File: src/rtl/alu_sequencer_if.sv
// Instruction handshake and register-file/ALU bus of the ALU sequencer.
// master: upstream instruction source plus register file and ALU.
// slave:  the sequencer itself.
interface alu_sequencer_if;
    logic        instr_valid;
    logic        instr_ready;
    logic [17:0] instr;
    logic [4:0]  readreg1;
    logic [4:0]  readreg2;
    logic [1:0]  alu_op;
    logic [31:0] sig2;
    logic [63:0] alu_out;
    logic [4:0]  writereg;
    logic        wr_op;
    logic [31:0] data_in;

    modport master (
        output instr_valid, instr, sig2, alu_out,
        input  instr_ready, readreg1, readreg2, alu_op, writereg, wr_op, data_in
    );

    modport slave (
        input  instr_valid, instr, sig2, alu_out,
        output instr_ready, readreg1, readreg2, alu_op, writereg, wr_op, data_in
    );
endinterface

File: src/rtl/alu_sequencer.sv
// Four-cycle instruction sequencer: accepts an 18-bit instruction, drives
// register-file read addresses and the ALU opcode, captures the ALU result,
// writes back through the register-file port and retires the instruction
// with a done pulse, counter increment and sticky error flags.
module alu_sequencer #(
    parameter int CNT_W = 16
) (
    input  logic             clk,
    input  logic             clr,
    alu_sequencer_if.slave   bus,
    output logic [31:0]      hi_out,
    output logic             done,
    output logic             err_div0,
    output logic             err_illegal,
    output logic [CNT_W-1:0] instr_count
);

    typedef enum logic [1:0] {
        S_IDLE,
        S_DECODE,
        S_EXEC,
        S_WB
    } state_t;

    state_t r_state;
    state_t w_next;

    // Latched instruction fields; rs1/rs2 double as the LDI immediate.
    logic [2:0]       r_opc;
    logic [4:0]       r_rd;
    logic [4:0]       r_rs1;
    logic [4:0]       r_rs2;

    // Opcode classification, valid from EXEC onwards.
    logic             r_is_ldi;
    logic             r_is_mul;
    logic             r_is_div;
    logic             r_illegal;

    // Execution results.
    logic [63:0]      r_result;
    logic             r_write_ok;
    logic [31:0]      r_hi;
    logic             r_done;
    logic             r_err_div0;
    logic             r_err_illegal;
    logic [CNT_W-1:0] r_count;

    logic             w_accept;
    logic             w_div0;
    logic             w_ready;
    logic             w_wr_op;
    logic [4:0]       w_writereg;
    logic [31:0]      w_data_in;

    assign w_accept = (r_state == S_IDLE) && bus.instr_valid;
    assign w_div0   = r_is_div && (bus.sig2 == '0);

    // State register; clr returns to IDLE and drops any instruction in flight.
    always_ff @(posedge clk) begin
        if (clr) begin
            r_state <= S_IDLE;
        end else begin
            r_state <= w_next;
        end
    end

    // Next-state logic and state-decoded handshake/write-back outputs.
    always_comb begin
        w_next     = r_state;
        w_ready    = 1'b0;
        w_wr_op    = 1'b0;
        w_writereg = '0;
        w_data_in  = '0;
        case (r_state)
            S_IDLE: begin
                w_ready = 1'b1;
                if (bus.instr_valid) begin
                    w_next = S_DECODE;
                end
            end
            S_DECODE: begin
                w_next = S_EXEC;
            end
            S_EXEC: begin
                w_next = S_WB;
            end
            S_WB: begin
                w_next = S_IDLE;
                if (r_write_ok) begin
                    w_wr_op    = 1'b1;
                    w_writereg = r_rd;
                    w_data_in  = r_is_ldi ? {22'b0, r_rs1, r_rs2} : r_result[31:0];
                end
            end
            default: begin
                w_next = S_IDLE;
            end
        endcase
    end

    // Instruction latch on the accept edge; fields hold until the next accept.
    always_ff @(posedge clk) begin
        if (clr) begin
            r_opc <= '0;
            r_rd  <= '0;
            r_rs1 <= '0;
            r_rs2 <= '0;
        end else if (w_accept) begin
            r_opc <= bus.instr[17:15];
            r_rd  <= bus.instr[14:10];
            r_rs1 <= bus.instr[9:5];
            r_rs2 <= bus.instr[4:0];
        end
    end

    // Opcode classification at the end of DECODE.
    always_ff @(posedge clk) begin
        if (clr) begin
            r_is_ldi  <= 1'b0;
            r_is_mul  <= 1'b0;
            r_is_div  <= 1'b0;
            r_illegal <= 1'b0;
        end else if (r_state == S_DECODE) begin
            r_is_ldi  <= (r_opc == 3'b100);
            r_is_mul  <= (r_opc == 3'b010);
            r_is_div  <= (r_opc == 3'b011);
            r_illegal <= r_opc[2] && (r_opc[1:0] != 2'b00);
        end
    end

    // Result capture, write qualification and sticky error flags at end of EXEC.
    always_ff @(posedge clk) begin
        if (clr) begin
            r_result      <= '0;
            r_write_ok    <= 1'b0;
            r_err_div0    <= 1'b0;
            r_err_illegal <= 1'b0;
        end else if (r_state == S_EXEC) begin
            r_result   <= bus.alu_out;
            r_write_ok <= !r_illegal && !w_div0;
            if (w_div0) begin
                r_err_div0 <= 1'b1;
            end
            if (r_illegal) begin
                r_err_illegal <= 1'b1;
            end
        end
    end

    // Retirement at the end of WB: done pulse, counter, MUL high word.
    always_ff @(posedge clk) begin
        if (clr) begin
            r_done  <= 1'b0;
            r_count <= '0;
            r_hi    <= '0;
        end else begin
            r_done <= (r_state == S_WB);
            if (r_state == S_WB) begin
                r_count <= r_count + CNT_W'(1);
                if (r_is_mul) begin
                    r_hi <= r_result[63:32];
                end
            end
        end
    end

    assign bus.instr_ready = w_ready;
    assign bus.readreg1    = r_rs1;
    assign bus.readreg2    = r_rs2;
    assign bus.alu_op      = r_opc[1:0];
    assign bus.wr_op       = w_wr_op;
    assign bus.writereg    = w_writereg;
    assign bus.data_in     = w_data_in;

    assign hi_out      = r_hi;
    assign done        = r_done;
    assign err_div0    = r_err_div0;
    assign err_illegal = r_err_illegal;
    assign instr_count = r_count;

endmodule

File: src/flat_wrapper.sv
// flat-port wrapper written by rule: the top's interface ports become plain ports
module alu_sequencer_flat 
#(
    parameter int CNT_W = 16
)
  (clk, clr, hi_out, done, err_div0, err_illegal, instr_count, bus_instr_valid, bus_instr, bus_sig2, bus_alu_out, bus_instr_ready, bus_readreg1, bus_readreg2, bus_alu_op, bus_writereg, bus_wr_op, bus_data_in);
  alu_sequencer_if bus_i ();
  input  logic clk;
  input  logic clr;
  output logic [31:0] hi_out;
  output logic done;
  output logic err_div0;
  output logic err_illegal;
  output logic [CNT_W-1:0] instr_count;
  input wire logic [$bits(bus_i.instr_valid)-1:0] bus_instr_valid;
  input wire logic [$bits(bus_i.instr)-1:0] bus_instr;
  input wire logic [$bits(bus_i.sig2)-1:0] bus_sig2;
  input wire logic [$bits(bus_i.alu_out)-1:0] bus_alu_out;
  output wire logic [$bits(bus_i.instr_ready)-1:0] bus_instr_ready;
  output wire logic [$bits(bus_i.readreg1)-1:0] bus_readreg1;
  output wire logic [$bits(bus_i.readreg2)-1:0] bus_readreg2;
  output wire logic [$bits(bus_i.alu_op)-1:0] bus_alu_op;
  output wire logic [$bits(bus_i.writereg)-1:0] bus_writereg;
  output wire logic [$bits(bus_i.wr_op)-1:0] bus_wr_op;
  output wire logic [$bits(bus_i.data_in)-1:0] bus_data_in;
  assign bus_i.instr_valid = bus_instr_valid;
  assign bus_i.instr = bus_instr;
  assign bus_i.sig2 = bus_sig2;
  assign bus_i.alu_out = bus_alu_out;
  assign bus_instr_ready = bus_i.instr_ready;
  assign bus_readreg1 = bus_i.readreg1;
  assign bus_readreg2 = bus_i.readreg2;
  assign bus_alu_op = bus_i.alu_op;
  assign bus_writereg = bus_i.writereg;
  assign bus_wr_op = bus_i.wr_op;
  assign bus_data_in = bus_i.data_in;
  alu_sequencer #(.CNT_W(CNT_W)) u_core (.clk(clk), .clr(clr), .bus(bus_i), .hi_out(hi_out), .done(done), .err_div0(err_div0), .err_illegal(err_illegal), .instr_count(instr_count));
endmodule
File: config.mk
export PLATFORM = sky130hd
export DESIGN_NAME = alu_sequencer_flat
export DESIGN_NICKNAME = d
export VERILOG_FILES = /design/src/rtl/alu_sequencer_if.sv /design/src/rtl/alu_sequencer.sv /design/src/flat_wrapper.sv
export SDC_FILE = /design/constraint.sdc
export NUM_CORES = 1
export LEC_CHECK = 0
export CAP_MARGIN = 20
export CORE_MARGIN = 10
export CORE_UTILIZATION = 47
export CTS_CLUSTER_SIZE = 25
export DETAILED_ROUTE_END_ITERATION = 12
export GPL_TIMING_DRIVEN = 0
export PLACE_DENSITY = 0.86
export REMOVE_ABC_BUFFERS = 1
export SLEW_MARGIN = 0
export SYNTH_ARGS = -nofsm -noshare
export SYNTH_HDL_FRONTEND = slang
export SYNTH_SLANG_ARGS = --single-unit
File: constraint.sdc
create_clock -name clk -period 3.95 [get_ports clk]
set_clock_uncertainty 0.15 [all_clocks]
set_input_delay 0.395 -clock clk [delete_from_list [all_inputs] [get_ports clk]]
set_output_delay 0.395 -clock clk [all_outputs]
set_load 0.03 [all_outputs]
# Yosys cells after proc, flatten, opt, wreduce, memory -nomap -nowiden
# Index checks and enable logic that the tools add are counted.
# op_classes
n_addsub	1
n_eq_ne	7
n_mux	10
n_reduce_logical	12
# ops
cell	count
two-way mux 32 bit	3
zero test 32 bit	1
adder 16 x 1 -> 16 bit (second input constant)	1
two-way mux 5 bit	2
one-hot mux 2 bit (4 select lines)	1
equality test 3 x 2 -> 1 bit (second input constant)	2
AND reduction 2 bit	3
equality test 2 bit (second input constant)	2
logical AND 1 bit	4
equality test 3 bit (second input constant)	1
two-way mux 1 bit	3
equality test 2 x 1 -> 1 bit (second input constant)	1
zero test 1 bit	2
zero test 2 bit	1
two-way mux 2 bit	1
!= test 2 bit (second input constant)	1
nonzero test 2 bit	1
# word_totals
regBits	140
word_cells	46

# Longest topological paths before layout
# logic_depth
word_depth	4
mapped_depth	7

# Worst setup path before layout
# No wires, ideal clock.
# synth_timing
kind	reg2out
start	register u_core.r_state[0]
end	output bus_data_in[11]
t_arrival_ns	1.361
slack_ns	2.044
stages_incl_launch_ff	6
path_buffers	1
path_cell_list	dfxtp_1 > ha_1 > nand2_1 > nor2_1 > clkbuf_1 > and2_1
# synth_between
elab_chain_len	2
# synth_lines
element	line	source
start: declaration	alu_sequencer.sv:25	state_t r_state;
start signal: assignment	alu_sequencer.sv:64	r_state <= w_next;
equality test 2 bit	alu_sequencer.sv:75	case (r_state)
two-way mux 32 bit	alu_sequencer.sv:75	
end: declaration	flat_wrapper.sv:25	output wire logic [$bits(bus_i.data_in)-1:0] bus_data_in;
# No other way between the ends.

# Final worst setup path
# layout_timing
start	register u_core.r_state[1]
end	output bus_data_in[21]
# Same word-level chain as after synthesis.

==> qor.yml <==
timing:
  hold_viol: 0
  rsz0062_at_grt: "false"
  clock.fmax_ghz: 0.276
  fin_hold_ws_ps: 303
  final-max-slew-violation-count: 0
  relSlewSlack_pct: 45.2
  post-route-period-util_pct: 91.6
  fin_crit_ps: 3620
  tightest_slew_ps: 821
  setup_viol: 0
  worst_slack_ps: 332
detailed_routing:
  drt-initial-drc-count: 366
  vias: 4950
  vias_per_cell: 5.08
  drt_pass1_iterations: 5
  wl_per_cell_um: 17.1
  drc: 0
  wl_um: 16700
  ant_nets: 0
logic_synthesis:
  syn_inst: 619
  async_reset_ff_share_pct: 0
  netlist_area_um2: 5500
  syn_avg_cell_area_um2: 8.88
  synth_edf_count: 0
  yosysUniqueCellTypes: 35
  ys_dominant_reg_cell: "dfxtp_1"
  synthDominantCellAreaShare_pct: 51.0
  synth-seq-cells: 140
  synth_area_leader_cell: "dfxtp_1"
  synth-seq-area-share_pct: 51.0
  ys_warn_count: 0
  ys_top_cells_by_area: "dfxtp_1 (51%), mux2i_1 (14%), nand2_1 (7.6%)"
clock_network:
  cts-hold-fix-buffers: 0
  cts_buffers: 17
  cts_tree: "yes"
  cts_num_sinks: 140
  cts_setup_buffers: 0
  cts_buffer_depth: 2
  clock_latency_ps: 420
  cts_max_level: 4
  clk_pin_slew_ps: 60
  cts-root-buf: "clkbuf_16"
worst_setup_path:
  end_kind: "primary output"
  crit_fanout: 22
  critPathKind: "reg2out"
  critPathLaunchType: "flop"
  cp_data_arrival_time_ps: 3070
  required_ps: 3400
power:
  p_seq_share_pct: 38.6
  swShare_pct: 27.9
  comb_power_share_pct: 22.5
  leakage_nw: 2.97
  vdd_drop_max_v: 0.000515
  total_power_mw: 4.49
  intPower_mw: 3.24
  power_density_nw_per_um2: 532
  p_switching_mw: 1.25
  pwr-share-clk_pct: 38.9
cells_and_area:
  drive_gt1_share_pct: 5.17
  areaGrowthSynthToFinish_pct: 53.6
  final_cell_count_no_fill: 975
  design_area_um2: 8450
  final_cell_mix: "clkdlybuf4s50_1 (217), dfxtp_1 (140), nand2_1 (110)"
  nets: 941
  diodes: 0
  fillerInstances: 795
  layout_commonest_cell: "clkdlybuf4s50_1"
die:
  num_io_pins: 219
  start_util_pct: 48.2
  die_area_um2: 16400
  row_count: 39
  die_x_um: 128
  core_area_um2: 11400
  die_h_um: 128
place:
  portBuffers: 218
  dp.cells: 942
  gp_congestion: 0.775
  dpl.hpwl_um: 12200
  preCtsSetupSlack_ps: 59.5
  place_area_um2: 7770
global_routing:
  grt_max_degree: 72
  overflow: 0
  grt_usage_pct: 19.8
  grt_pass1_vias: 5078
  grt_pass1_wl_um: 26100
  grt_antenna_before_repair: 0
run_status:
  status: "finished, final reports clean"
worst_hold_path:
  hold_path.class: "reg2reg"
flow_run:
  drv_cap: 0
==> critical path, stage by stage, from the launching register on <==
cell             delay [ps]
dfxtp_1                 410
ha_1                    560
nand2_2                 350
nor2_4                  420
and2_1                  200
clkdlybuf4s50_1         710
==> power groups by stage <==
stage / Sequential [mW] / Clock, mW / Combinational, mW
finish: 1.74 / 1.75 / 1.01
detailed placement: 1.76 / 0 / 1.01
floorplan: 1.78 / 0 / 0.644
global route: 1.76 / 1.83 / 1.10
global placement: 1.74 / 0 / 1.02
CTS: 1.73 / 1.77 / 1.02
==> path summary, 6_finish.rpt <==
| check | slack (ps) | to | from | cells past startpoint |
|---|---|---|---|---|
| setup / recovery | 330 | bus_data_in[21] | u_core.r_state[1] | 5 |
| hold / removal | 300 | u_core.hi_out[29] | u_core.hi_out[29] | 2 |
| setup reg to reg | 1530 | u_core.err_div0 | u_core.r_state[0] | 6 |
| hold reg to reg | 300 | u_core.hi_out[29] | u_core.hi_out[29] | 2 |
==> stage by stage <==
| step | util, % | TNS [ps] |
|---|---|---|
| after floorplan | - | 0 |
| after global placement | 67.2 | -94250 |
| after detailed placement | 68.0 | 0 |
| after CTS | 73.8 | 0 |
| after global routing | 74.0 | 0 |
| final | 74.0 | 0 |
==> sequential cells by signal, indices dropped and copies added (netlist names) <==
register,flops
u_core.r_result,64
u_core.err_div0,1
u_core.bus.readreg1,5
u_core.r_is_div,1
u_core.r_rd,5
u_core.done,1
u_core.r_write_ok,1
u_core.r_state,2
u_core.r_opc,3
u_core.hi_out,32
u_core.bus.readreg2,5
u_core.r_illegal,1
u_core.instr_count,16
u_core.err_illegal,1
u_core.r_is_ldi,1
u_core.r_is_mul,1
==> area by class of cell <==
class	count	area (um2)	share of cell area, %
multi-input cells	433	2510	29.8
inverters	5	18.8	0.222
repair buffers	222	2280	27.0
clock inverters	14	216	2.56
clock buffers	18	439	5.20
flip-flops and latches	140	2800	33.2
well taps	143	179	2.12
==> per-layer routing <==
metal,share of wire (%),GRT usage [%],vias up
met5,0,0,-
met4,1.8,7.35,0
met3,7.0,7.53,19
met2,54,35.4,155
met1,37,20.5,2328
li1,-,-,2448
==> Yosys cell counts, drive strengths merged (4+ instances only) <==
master	instances
nand2b	4
nor4	11
ha	5
and2	24
inv	5
clkbuf	28
nor2	95
nand3	7
and3	6
mux2i	78
dfxtp	140
buf	13
nand4	4
nand2	111
xnor2	6
xor2	5
a21oi	58
==> cells by family (layout without fill, tap and decap cells) <==
kind of cell             Yosys count  after routing  synth area share, %
flip-flops                       140            140                 51.0
XOR/XNOR                          11             11                 1.75
multiplexers                      78             78                 14.2
AO/OA/AOI/OAI                     65             65                 6.19
AND/OR/NAND/NOR                  274            274                 22.0
buffers and inverters             46            259                 3.71
adder cells (fa/ha/maj)            5              5                 1.14
==> what timing repair did <==
| item | in CTS | in global routing |
|---|---|---|
| gates cloned | 0 | 0 |
| endpoints found under the setup margin | 22 | 22 |
| gates resized for setup | 2 | 1 |
No activity file was read; power rests on OpenSTA's default activity.
